**config.mk**
```make
export PLATFORM = sky130hd
export DESIGN_NAME = seq_request_scheduler
export DESIGN_NICKNAME = d
export VERILOG_FILES = /design/src/rtl/seq_sched_pkg.sv /design/src/rtl/seq_step_engine.sv /design/src/rtl/seq_request_scheduler.sv
export SDC_FILE = /design/constraint.sdc
export NUM_CORES = 1
export LEC_CHECK = 0
export ABC_CLOCK_PERIOD_IN_PS = 13800
export CAP_MARGIN = 20
export CORE_AREA = 2 2 154 156
export CTS_CLUSTER_SIZE = 28
export DETAILED_ROUTE_END_ITERATION = 16
export DIE_AREA = 0 0 156 158
export PLACE_DENSITY_LB_ADDON = 0.12
export SYNTH_ARGS = -nofsm -noshare
export SYNTH_HDL_FRONTEND = slang
export SYNTH_SLANG_ARGS = --single-unit
```
**constraint.sdc**
```tcl
create_clock -name i_clk -period 13.8 [get_ports i_clk]
set_input_delay 2.76 -clock i_clk [delete_from_list [all_inputs] [get_ports i_clk]]
set_output_delay 2.76 -clock i_clk [all_outputs]
set_load 0.1 [all_outputs]
```
**src/rtl/seq_sched_pkg.sv**
```systemverilog
// Shared definitions for the sequence request scheduler.
//   state_t      : scheduler FSM states
//   SEED0..SEED2 : first three sequence terms a(0), a(1), a(2)
package seq_sched_pkg;

    typedef enum logic [1:0] {
        IDLE = 2'd0,
        RUN  = 2'd1,
        RESP = 2'd2
    } state_t;

    localparam int SEED0 = 0;
    localparam int SEED1 = 1;
    localparam int SEED2 = 1;

endpackage

```
**src/rtl/seq_step_engine.sv**
```systemverilog
// Three-term sliding window over a(n)=a(n-2)+a(n-3).
// Ports:
//   i_clk    : clock, rising edge
//   i_reset  : asynchronous active-high reset, clears the window
//   i_load   : reload window with {a(0),a(1),a(2)} (wins over i_step)
//   i_step   : advance window by one term
//   o_term   : current oldest term of the window (a0)
module seq_step_engine
    import seq_sched_pkg::*;
#(
    parameter int WIDTH = 32
) (
    input  logic             i_clk,
    input  logic             i_reset,
    input  logic             i_load,
    input  logic             i_step,
    output logic [WIDTH-1:0] o_term
);

    logic [WIDTH-1:0] r_a0;
    logic [WIDTH-1:0] r_a1;
    logic [WIDTH-1:0] r_a2;

    always_ff @(posedge i_clk or posedge i_reset) begin
        if (i_reset) begin
            r_a0 <= '0;
            r_a1 <= '0;
            r_a2 <= '0;
        end else if (i_load) begin
            r_a0 <= WIDTH'(SEED0);
            r_a1 <= WIDTH'(SEED1);
            r_a2 <= WIDTH'(SEED2);
        end else if (i_step) begin
            // a(n+3) = a(n+1) + a(n); the sum wraps at 2^WIDTH
            r_a0 <= r_a1;
            r_a1 <= r_a2;
            r_a2 <= r_a0 + r_a1;
        end
    end

    assign o_term = r_a0;

endmodule

```
**src/rtl/seq_request_scheduler.sv**
```systemverilog
// Round-robin scheduler sharing one sequence-term engine among NUM_REQ clients.
// Ports:
//   i_clk        : clock, rising edge
//   i_reset      : asynchronous active-high reset
//   i_req_valid  : per-requester request valid
//   i_req_idx    : per-requester term index, slice i = [i*IDX_W +: IDX_W]
//   o_req_ready  : one-hot grant, only in IDLE
//   o_rsp_valid  : response valid (held until i_rsp_ready)
//   i_rsp_ready  : response consumer ready
//   o_rsp_data   : a(idx) mod 2^WIDTH
//   o_rsp_id     : id of the requester being answered
//   o_busy       : high while computing or holding a response
module seq_request_scheduler
    import seq_sched_pkg::*;
#(
    parameter  int NUM_REQ = 4,
    parameter  int WIDTH   = 32,
    parameter  int IDX_W   = 8,
    localparam int ID_W    = (NUM_REQ > 1) ? $clog2(NUM_REQ) : 1
) (
    input  logic                     i_clk,
    input  logic                     i_reset,
    input  logic [NUM_REQ-1:0]       i_req_valid,
    input  logic [NUM_REQ*IDX_W-1:0] i_req_idx,
    output logic [NUM_REQ-1:0]       o_req_ready,
    output logic                     o_rsp_valid,
    input  logic                     i_rsp_ready,
    output logic [WIDTH-1:0]         o_rsp_data,
    output logic [ID_W-1:0]          o_rsp_id,
    output logic                     o_busy
);

    state_t           r_state;
    logic [ID_W-1:0]  r_rr_ptr;
    logic [ID_W-1:0]  r_cur_id;
    logic [IDX_W-1:0] r_idx;
    logic [IDX_W-1:0] r_cnt;
    logic             r_rsp_valid;
    logic [WIDTH-1:0] r_rsp_data;
    logic [ID_W-1:0]  r_rsp_id;

    logic [IDX_W-1:0] w_req_idx_arr [NUM_REQ];
    logic             w_grant_any;
    logic [ID_W-1:0]  w_grant_id;
    logic [ID_W-1:0]  w_rr_next;
    logic [ID_W:0]    w_cand;
    logic             w_load;
    logic             w_step;
    logic [WIDTH-1:0] w_term;

    genvar gi;
    generate
        for (gi = 0; gi < NUM_REQ; gi++) begin : g_idx
            assign w_req_idx_arr[gi] = i_req_idx[gi*IDX_W +: IDX_W];
        end
    endgenerate

    // Search from r_rr_ptr upwards, wrapping at NUM_REQ; one extra bit on
    // the candidate keeps the wrap correct for non-power-of-two NUM_REQ.
    always_comb begin
        w_grant_any = 1'b0;
        w_grant_id  = '0;
        w_cand      = '0;
        for (int k = 0; k < NUM_REQ; k++) begin
            w_cand = {1'b0, r_rr_ptr} + (ID_W+1)'(k);
            if (w_cand >= (ID_W+1)'(NUM_REQ)) begin
                w_cand = w_cand - (ID_W+1)'(NUM_REQ);
            end
            if (!w_grant_any && i_req_valid[w_cand[ID_W-1:0]]) begin
                w_grant_any = 1'b1;
                w_grant_id  = w_cand[ID_W-1:0];
            end
        end
    end

    assign w_rr_next = (w_grant_id == ID_W'(NUM_REQ-1)) ? '0 : w_grant_id + 1'b1;

    // Grant is forced low while reset is asserted so no handshake is seen.
    assign o_req_ready = (r_state == IDLE && w_grant_any && !i_reset)
                         ? (NUM_REQ'(1) << w_grant_id) : '0;

    assign w_load = (r_state == IDLE) && w_grant_any;
    assign w_step = (r_state == RUN) && (r_cnt != r_idx);

    seq_step_engine #(.WIDTH(WIDTH)) u_engine (
        .i_clk   (i_clk),
        .i_reset (i_reset),
        .i_load  (w_load),
        .i_step  (w_step),
        .o_term  (w_term)
    );

    always_ff @(posedge i_clk or posedge i_reset) begin
        if (i_reset) begin
            r_state     <= IDLE;
            r_rr_ptr    <= '0;
            r_cur_id    <= '0;
            r_idx       <= '0;
            r_cnt       <= '0;
            r_rsp_valid <= 1'b0;
            r_rsp_data  <= '0;
            r_rsp_id    <= '0;
        end else begin
            case (r_state)
                IDLE: begin
                    if (w_grant_any) begin
                        r_idx    <= w_req_idx_arr[w_grant_id];
                        r_cur_id <= w_grant_id;
                        r_rr_ptr <= w_rr_next;
                        r_cnt    <= '0;
                        r_state  <= RUN;
                    end
                end
                RUN: begin
                    // Window head equals a(cnt); stop once cnt reaches idx.
                    if (r_cnt == r_idx) begin
                        r_rsp_data  <= w_term;
                        r_rsp_id    <= r_cur_id;
                        r_rsp_valid <= 1'b1;
                        r_state     <= RESP;
                    end else begin
                        r_cnt <= r_cnt + 1'b1;
                    end
                end
                RESP: begin
                    if (i_rsp_ready) begin
                        r_rsp_valid <= 1'b0;
                        r_state     <= IDLE;
                    end
                end
                default: r_state <= IDLE;
            endcase
        end
    end

    assign o_rsp_valid = r_rsp_valid;
    assign o_rsp_data  = r_rsp_data;
    assign o_rsp_id    = r_rsp_id;
    assign o_busy      = (r_state != IDLE);

endmodule

```
==> results of run 1 <==
[flip-flops by register name (all words and copies together) (netlist names)]
register and count:
r_state 2, u_engine.r_a2 32, o_rsp_data 32, r_idx 8, r_cnt 8, o_rsp_id 2, u_engine.r_a1 32, u_engine.o_term 32
o_rsp_valid 1, r_rr_ptr 2, r_cur_id 2
[per-layer routing]
layer	track usage, %	part of all wire [%]	vias to the layer above
li1	-	-	3137
met1	21.3	50	2990
met2	24.4	45	92
met3	3.86	4.1	14
met4	4.98	0.86	0
met5	0	0	-
[cell type report]
type                       instances  area share (%)
timing repair buffer              85            8.64
tap                              290            3.76
clock buffer                      19            4.70
inverter                          14           0.597
multi-input combinational        658            40.6
sequential                       153            39.7
clock inverter                    13            2.06
[stage by stage]
stage / utilization [%] / worst slack (ps) / instances
6_report: 41.8 / 5220 / 1232
3_3_place_gp: 39.0 / 5040 / 1199
3_5_place_dp: 39.0 / 5020 / 1199
4_1_cts: 41.8 / 5010 / 1231
2_1_floorplan: - / 3930 / 871
5_1_grt: 41.8 / 5020 / 1232
[final timing paths]
check / startpoint / end / slack, ps / cells past startpoint
worst max-delay path: i_req_valid[0] / o_req_ready[3] / 5220 / 9
worst min-delay path: u_engine.r_a2[24] / u_engine.r_a1[24] / 460 / 2
worst max register to register: u_engine.o_term[0] / u_engine.r_a2[26] / 10790 / 11
worst min register to register: u_engine.r_a2[24] / u_engine.r_a1[24] / 460 / 2
max in group asynchronous: i_reset / u_engine.r_a2[16] / 9560 / 3
min in group asynchronous: i_reset / r_cnt[7] / 2870 / 2
[worst max-delay path: stages]
cell and delay [ps]:
clkdlybuf4s50_1 540, a21oi_1 90, o21a_1 180, o22ai_2 130, buf_4 250, clkinv_1 410
ha_1 350, and3_1 140, clkdlybuf4s50_1 960
[layout by cell type, fill, tap and decap left out, drive strengths merged, types with 5 or more instances in the layout]
cell	count
nand3	108
nand4	6
and3	12
mux2	33
clkbuf	19
a21o	15
a21oi	28
clkinv	7
xor2	18
ha	36
bufinv	5
xnor2	23
clkdlybuf4s50	78
o21a	7
a31oi	9
nor2b	6
nand2	204
dfrtp	153
o21ai	68
nor2	29
buf	7
inv	13
[kinds of logic (layout without fill, tap and decap cells)]
logic type / count (synthesis) / in the layout / share of synthesized area (%)
simple gates: 390 / 390 / 21.7
compound gates: 155 / 155 / 11.9
flops: 153 / 153 / 48.1
buf+inv: 60 / 131 / 2.83
xor+xnor: 41 / 41 / 4.51
fa+ha+maj: 37 / 37 / 5.91
mux: 35 / 35 / 4.92
==> impl_metrics.csv, run 1 <==
group,metric,value,unit
yosys,netlist_area,7950,um2
route,detail_route.wirelength,17900,um
global_routing,antenna_violations_before_repair,0,
yosys,number_of_synthesis_warnings,0,
status,run_status,"completed",
floorplan,rows,56,
timing,rsz_0062_raised_after_global_routing,"false",
timing,setup_total_negative_slack,0,ps
timing,time_the_worst_path_needs_with_i_o_delays_and_setup,8580,ps
worst_setup_path,worst-setup-path-type,"in2out",
layout,areaGrowthSynthToFinish,21.3,%
layout,finish.net_count,1005,
place,dp.final_hpwl,11500,um
route,final_antenna_net_count,0,
yosys,postSynth.asyncResetShare,100,%
global_routing,grt_first_pass_wirelength,30800,um
run,max-cap-violations,0,
timing,fin_skew,6.51,ps
floorplan,core-area,23100,um2
yosys,syn_inst,871,
route,drc_errors,0,
yosys,post_synth_main_area_contributors,"dfrtp_1 (48%), nand2_1 (9.6%), nand3_1 (6.8%), ha_1 (5.7%), mux2_2 (4.7%)",
yosys,synth.net_count,947,
clock_tree,cts.reportedPaths.clkPinSlew,60,ps
floorplan,die_area,24600,um2
floorplan,floorplan.initialDensity,34.5,%
floorplan,design.portCount,79,
worst_setup_path,crit_path_start_kind,"input pin",
clock_tree,cts_num_sinks,153,
global_routing,grt_overflow,0,
clock_tree,worstSkewPairLatency,430,ps
floorplan,fp.dieW,156,um
yosys,top_cell_type_s_share_of_synthesized_area,48.1,%
yosys,yosys_most_used_dff,"dfrtp_1",
timing,timing_worst_slew_pin_value,1040,ps
route,via_per_inst,5.06,
worst_setup_path,critical_path.endpoint_type,"output port",
yosys,sequential_area_share_after_synthesis,48.1,%
yosys,number_of_enable_flip_flop_cells_after_synthesis,0,
layout,final_area,9650,um2
clock_tree,post_cts_resized,0,
yosys,avgSynthCellArea,9.13,um2
layout,antenna-diode-count,0,
global_routing,first_global_vias,6222,
route,drtPass1Iterations,5,
timing,fin_worst_hold_slack,462,ps
floorplan,fp.dieH,158,um
timing,period_share,62.2,%
layout,register_area,3830,um2
worst_setup_path,crit_required,11040,ps
clock_tree,htreeDepth,4,
global_routing,grt_max_degree,99,
route,detail_route.iter0.violations,365,
place,buffer_ports.inserted,78,
timing,number_of_failing_hold_endpoints_at_the_final_stage,0,
layout,layout.filler_cells,2312,
place,postPlaceCellArea,8990,um2
clock_tree,cts.root.buffer_cell,"clkbuf_16",
worst_setup_path,wp_data_arrival,5820,ps
layout,layout_cell_share_with_drive_strength_beyond_1,8.81,%
yosys,synth.most_common_cell,"nand2_1",
yosys,post_synth_most_frequent_cells,"nand2_1 (204), dfrtp_1 (153), nand3_1 (108), o21ai_0 (52), ha_1 (36)",
layout,footprint_of_the_multi_input_gates,3910,um2
timing,slew_headroom,30.3,%
worst_setup_path,cp_max_fo,20,
clock_tree,cts_inserted_buffers,17,
yosys,number_of_distinct_library_cell_variants_in_the_gate_level_netlist_after_synthesis,54,
clock_tree,cts_hold_repair_buffers,0,
global_routing,globalRouteTotalUtil,15.6,%
place,rd_place_congestion,0.799,
route,routedWlPerCell,14.5,um
timing,clock.fmax,117,MHz
yosys,synthDominantAreaCellType,"dfrtp_1",
timing,finalSetupViolations,0,
hold_path,worstHoldPathType,"reg2reg",
yosys,ys_seq_elements,153,
timing,timing.final.max_slew_violations,0,
clock_tree,post_cts_buffers,0,
route,route.vias.total,6233,
clock_tree,tritoncts,"built",
clock_tree,bufs_on_longest_clock_path,2,
Power of run 1 is not shown: default switching activity piles up to over one toggle a cycle in this logic, so the estimate is an artifact.
==> inputs of run 2 (changes only) <==
Settings changed: ABC_CLOCK_PERIOD_IN_PS 13800 to 8100.
Clock period 13.8 ns to 8.1 ns, I/O delays scaled along.
==> run 2 against run 1 <==
Against the previous run:
- setup slack got worse by 4000 ps
- die area stayed put
- critical path depth fell by 1
- critical path type unchanged
- largest cell class unchanged
==> impl_metrics.csv, run 2 (same netlist as run 1, synthesis figures left out) <==
group,metric,value,unit
status,run_status,"completed",
timing,timing.final.max_slew_violations,0,
hold_path,worstHoldPathType,"reg2reg",
clock_tree,post_cts_resized,0,
route,via_per_inst,4.98,
floorplan,core-area,23100,um2
worst_setup_path,critical_path.endpoint_type,"output port",
layout,mostFrequentLayoutCell,"nand2_1",
floorplan,rows,56,
worst_setup_path,worst-setup-path-type,"in2out",
route,detail_route.wirelength,17900,um
layout,antenna-diode-count,0,
floorplan,floorplan.initialDensity,34.5,%
hold_path,hold_start,"u_engine.r_a2[2]",
route,final_antenna_net_count,0,
clock_tree,bufs_on_longest_clock_path,2,
worst_setup_path,sequence_of_cells_on_the_critical_path,"clkdlybuf4s50_1 -> a21oi_1 -> o21a_1 -> o22ai_2 -> clkinv_1 -> ha_1 -> and3_1 -> clkdlybuf4s50_1",
worst_setup_path,crit_path_start_kind,"input pin",
worst_setup_path,cp_max_fo,20,
place,buffer_ports.inserted,78,
clock_tree,cts.reportedPaths.clkPinSlew,60,ps
route,route.vias.total,6145,
place,dp.final_hpwl,11800,um
clock_tree,htreeDepth,4,
route,detail_route.iter0.violations,418,
timing,fin_skew,7.82,ps
floorplan,fp.dieW,156,um
timing,time_the_worst_path_needs_with_i_o_delays_and_setup,6840,ps
route,routedWlPerCell,14.5,um
global_routing,antenna_violations_before_repair,0,
worst_setup_path,crit_required,6480,ps
global_routing,globalRouteTotalUtil,15.4,%
clock_tree,cts_inserted_buffers,17,
timing,clock.fmax,146,MHz
timing,setup_total_negative_slack,0,ps
global_routing,grt_first_pass_wirelength,30800,um
worst_setup_path,timing.critical_path.slowest_stage_cell,"clkdlybuf4s50_1",
layout,areaGrowthSynthToFinish,21.5,%
run,max-cap-violations,0,
place,rd_place_congestion,0.810,
floorplan,fp.dieH,158,um
timing,finalSetupViolations,0,
timing,period_share,84.5,%
global_routing,grt_max_degree,69,
layout,layout_cell_share_with_drive_strength_beyond_1,8.80,%
clock_tree,cts_hold_repair_buffers,0,
timing,timing_worst_slew_pin_value,997,ps
clock_tree,worstSkewPairLatency,430,ps
global_routing,first_global_vias,6189,
clock_tree,post_cts_buffers,0,
timing,number_of_failing_hold_endpoints_at_the_final_stage,0,
worst_setup_path,slowest_delay,960,ps
worst_setup_path,timing.critical_path.max_delay_family,"buffers and inverters",
worst_setup_path,wp_data_arrival,5220,ps
timing,slew_headroom,33.3,%
layout,finish.net_count,1006,
route,drtPass1Iterations,4,
timing,rsz_0062_raised_after_global_routing,"false",
floorplan,design.portCount,79,
worst_setup_path,critical_path_buf_inv_count,3,
worst_setup_path,timing.critical_path.mode_cell,"clkdlybuf4s50_1",
worst_setup_path,startpoint_of_the_worst_register_to_register_path,"u_engine.o_term[0]",
floorplan,die_area,24600,um2
layout,layout_common_cells,"nand2_1 (203), dfrtp_1 (153), nand3_1 (108)",
layout,final_core_util,41.9,%
global_routing,grt_overflow,0,
route,drc_errors,0,
timing,fin_worst_hold_slack,460,ps
clock_tree,cts.root.buffer_cell,"clkbuf_16",
clock_tree,cts_num_sinks,153,
worst_setup_path,startpoint_of_the_most_critical_setup_path,"i_req_valid[0]",
clock_tree,tritoncts,"built",
==> run 2: cell types whose count changed in the layout (fill, tap and decap cells not counted) <==
cell        change
clkinv_2        -2
clkinvlp_4      -1
clkinv_4        -1
buf_4           +1
clkbuf_1        +1
clkbuf_8        +1
inv_6           +2
==> run 2: metrics by stage <==
stage | std cells | setup WS (ps) | area, um2
after floorplan | 871 | 506 | 7950
after global placement | 1200 | 1230 | 8990
after detailed placement | 1200 | 1210 | 8990
after CTS | 1232 | 1190 | 9660
after global routing | 1233 | 974 | 9660
final | 1233 | 1260 | 9660
==> run 2: cell type report <==
cell class,instances,area (um2)
Multi-Input combinational cell,658,3910
Clock buffer,21,470
Sequential cell,153,3830
Timing Repair Buffer,86,841
Tap cell,290,363
Inverter,14,57.6
Clock inverter,11,190
Fill cell,2329,13400
==> run 2: tightest hold or removal path, stage by stage, from the launching register on <==
cell,delay [ps]
dfrtp_1,340
nand2_1,50
nand2_1,40
==> run 2: path summary, 6_finish.rpt <==
check | slack (ps) | cells after the start | to
max | 1260 | 8 | o_req_ready[2]
min | 460 | 2 | u_engine.r_a1[2]
max reg2reg | 5100 | 12 | u_engine.r_a2[28]
min reg2reg | 460 | 2 | u_engine.r_a1[2]
max in group asynchronous | 5420 | 3 | u_engine.r_a1[23]
min in group asynchronous | 1590 | 2 | r_cnt[7]
==> run 2: layer usage <==
metal | track usage (%) | share of wire [%] | up-vias | wire length (um)
met4 | 4.81 | 1.2 | 0 | 218
li1 | - | - | 3131 | -
met5 | 0 | 0 | - | 0
met2 | 23.4 | 44 | 92 | 7800
met1 | 22.0 | 52 | 2909 | 9250
met3 | 3.37 | 3.7 | 13 | 658
Power of run 2 is left out for the same reason.
==> inputs of run 3 (changes only) <==
Settings changed: ABC_CLOCK_PERIOD_IN_PS 8100 to 6050.
Clock period 8.1 ns to 6.05 ns, I/O delays scaled along.
==> run 3 against run 2 <==
Against the previous run:
- via count grew 0.29%
- critical path type unchanged
- critical endpoint is now o_req_ready[3]
- critical path depth grew 1
- sequential share of layout area grew 0.16 points
- non-clock buffer count shrank 1
- setup slack gained 29 ps
- routed wire length grew 1.0%
==> impl_metrics.csv, run 3 (same netlist as run 1, synthesis figures left out) <==
group,metric,value,unit
status,run_status,"completed",
worst_setup_path,cp_max_fo,20,
worst_setup_path,crit_path_start_kind,"input pin",
worst_setup_path,critical_path_buf_inv_count,4,
floorplan,floorplan.initialDensity,34.5,%
route,via_per_inst,5.01,
route,detail_route.iter0.violations,383,
place,rd_place_congestion,0.777,
worst_setup_path,sequence_of_cells_on_the_critical_path,"clkdlybuf4s50_1 -> a21oi_1 -> o21a_1 -> o22ai_2 -> buf_4 -> clkinv_1 -> ha_1 -> and3_1 -> buf_4",
layout,areaGrowthSynthToFinish,21.0,%
hold_path,worstHoldPathType,"reg2reg",
place,buffer_ports.inserted,78,
route,final_antenna_net_count,0,
timing,setup_total_negative_slack,0,ps
layout,layout_common_cells,"nand2_1 (203), dfrtp_1 (153), nand3_1 (108)",
layout,mostFrequentLayoutCell,"nand2_1",
timing,slew_headroom,29.3,%
timing,timing_worst_slew_pin_value,1060,ps
run,max-cap-violations,0,
worst_setup_path,worst_r2r_path_depth,12,
clock_tree,bufs_on_longest_clock_path,2,
floorplan,core-area,23100,um2
global_routing,first_global_vias,6048,
clock_tree,htreeDepth,4,
worst_setup_path,timing.critical_path.max_delay_family,"buffers and inverters",
floorplan,design.portCount,79,
floorplan,die_area,24600,um2
global_routing,globalRouteTotalUtil,15.6,%
worst_setup_path,crit_required,4840,ps
timing,rsz_0062_raised_after_global_routing,"false",
place,dp.final_hpwl,11600,um
timing,fin_skew,11.0,ps
worst_setup_path,timing.critical_path.slowest_stage_cell,"clkdlybuf4s50_1",
clock_tree,worstSkewPairLatency,420,ps
worst_setup_path,wp_data_arrival,3550,ps
global_routing,grt_overflow,0,
floorplan,fp.dieW,156,um
route,drc_errors,0,
timing,timing.final.max_slew_violations,0,
route,route.vias.total,6163,
timing,finalSetupViolations,0,
clock_tree,cts_inserted_buffers,17,
worst_setup_path,path_length_in_cells_of_the_critical_path,9,
clock_tree,post_cts_resized,0,
clock_tree,cts.reportedPaths.clkPinSlew,60,ps
global_routing,antenna_violations_before_repair,0,
global_routing,grt_first_pass_wirelength,30900,um
floorplan,fp.dieH,158,um
hold_path,timing.hold.worst_path_depth,2,
floorplan,rows,56,
timing,time_the_worst_path_needs_with_i_o_delays_and_setup,4760,ps
layout,finish.net_count,1005,
worst_setup_path,worst-setup-path-type,"in2out",
worst_setup_path,timing.critical_path.mode_cell,"buf_4",
clock_tree,cts.root.buffer_cell,"clkbuf_16",
route,routedWlPerCell,14.7,um
worst_setup_path,slowest_delay,540,ps
layout,layout_cell_share_with_drive_strength_beyond_1,9.14,%
worst_setup_path,critical_path.endpoint_type,"output port",
clock_tree,cts_hold_repair_buffers,0,
timing,period_share,78.7,%
timing,clock.fmax,210,MHz
route,drtPass1Iterations,4,
route,detail_route.wirelength,18100,um
clock_tree,post_cts_buffers,0,
layout,antenna-diode-count,0,
clock_tree,cts_num_sinks,153,
timing,number_of_failing_hold_endpoints_at_the_final_stage,0,
global_routing,grt_max_degree,154,
worst_setup_path,timing.reg2reg.setup_slack,2990,ps
clock_tree,tritoncts,"built",
==> run 3: cell types whose count changed in the layout (fill, tap and decap cells not counted), sizes merged <==
cell	previous run	this run
clkdlybuf4s50	78	74
clkinv	4	8
buf	8	11
inv	15	12
clkbuf	21	19
bufinv	5	4
clkinvlp	1	2
==> run 3: tightest hold or removal path, delay by kind of cell, from the launching register on <==
family / cells / cell delay (ps)
flops: 1 / 340
simple gates: 2 / 100
==> run 3: per-layer routing <==
layer | track usage [%] | share of wire (%) | vias to the layer above
li1 | - | - | 3141
met1 | 22.4 | 52 | 2884
met2 | 23.3 | 42 | 118
met3 | 3.72 | 4.6 | 20
met4 | 4.59 | 1.2 | 0
met5 | 0 | 0 | -
==> run 3: layout make-up <==
type | count | area (um2)
Fill cell | 2312 | 13400
Multi-Input combinational cell | 658 | 3910
Sequential cell | 153 | 3830
Timing Repair Buffer | 85 | 836
Clock buffer | 19 | 453
Tap cell | 290 | 363
Clock inverter | 12 | 174
Inverter | 14 | 56.3
==> run 3: final timing paths <==
check,startpoint,end
worst max-delay path,i_req_valid[0],o_req_ready[3]
min in group asynchronous,i_reset,o_rsp_data[1]
worst min register to register,u_engine.r_a2[8],u_engine.r_a1[8]
worst max register to register,u_engine.r_a1[0],u_engine.r_a2[28]
worst min-delay path,u_engine.r_a2[8],u_engine.r_a1[8]
max in group asynchronous,i_reset,o_rsp_data[17]
==> run 3: metrics by stage <==
| step | worst slack, ps | cell area [um2] | hold slack [ps] | util, % | instances |
|---|---|---|---|---|---|
| finish | 1290 | 9620 | 462 | 41.7 | 1231 |
| global route | 1090 | 9620 | 487 | 41.7 | 1231 |
| CTS | 1260 | 9620 | 461 | 41.7 | 1231 |
| detailed placement | 1270 | 9000 | 450 | 39.0 | 1200 |
| global placement | 1290 | 9000 | 445 | 39.0 | 1200 |
| floorplan | 434 | 7960 | 438 | - | 871 |
Power of run 3 is left out for the same reason.
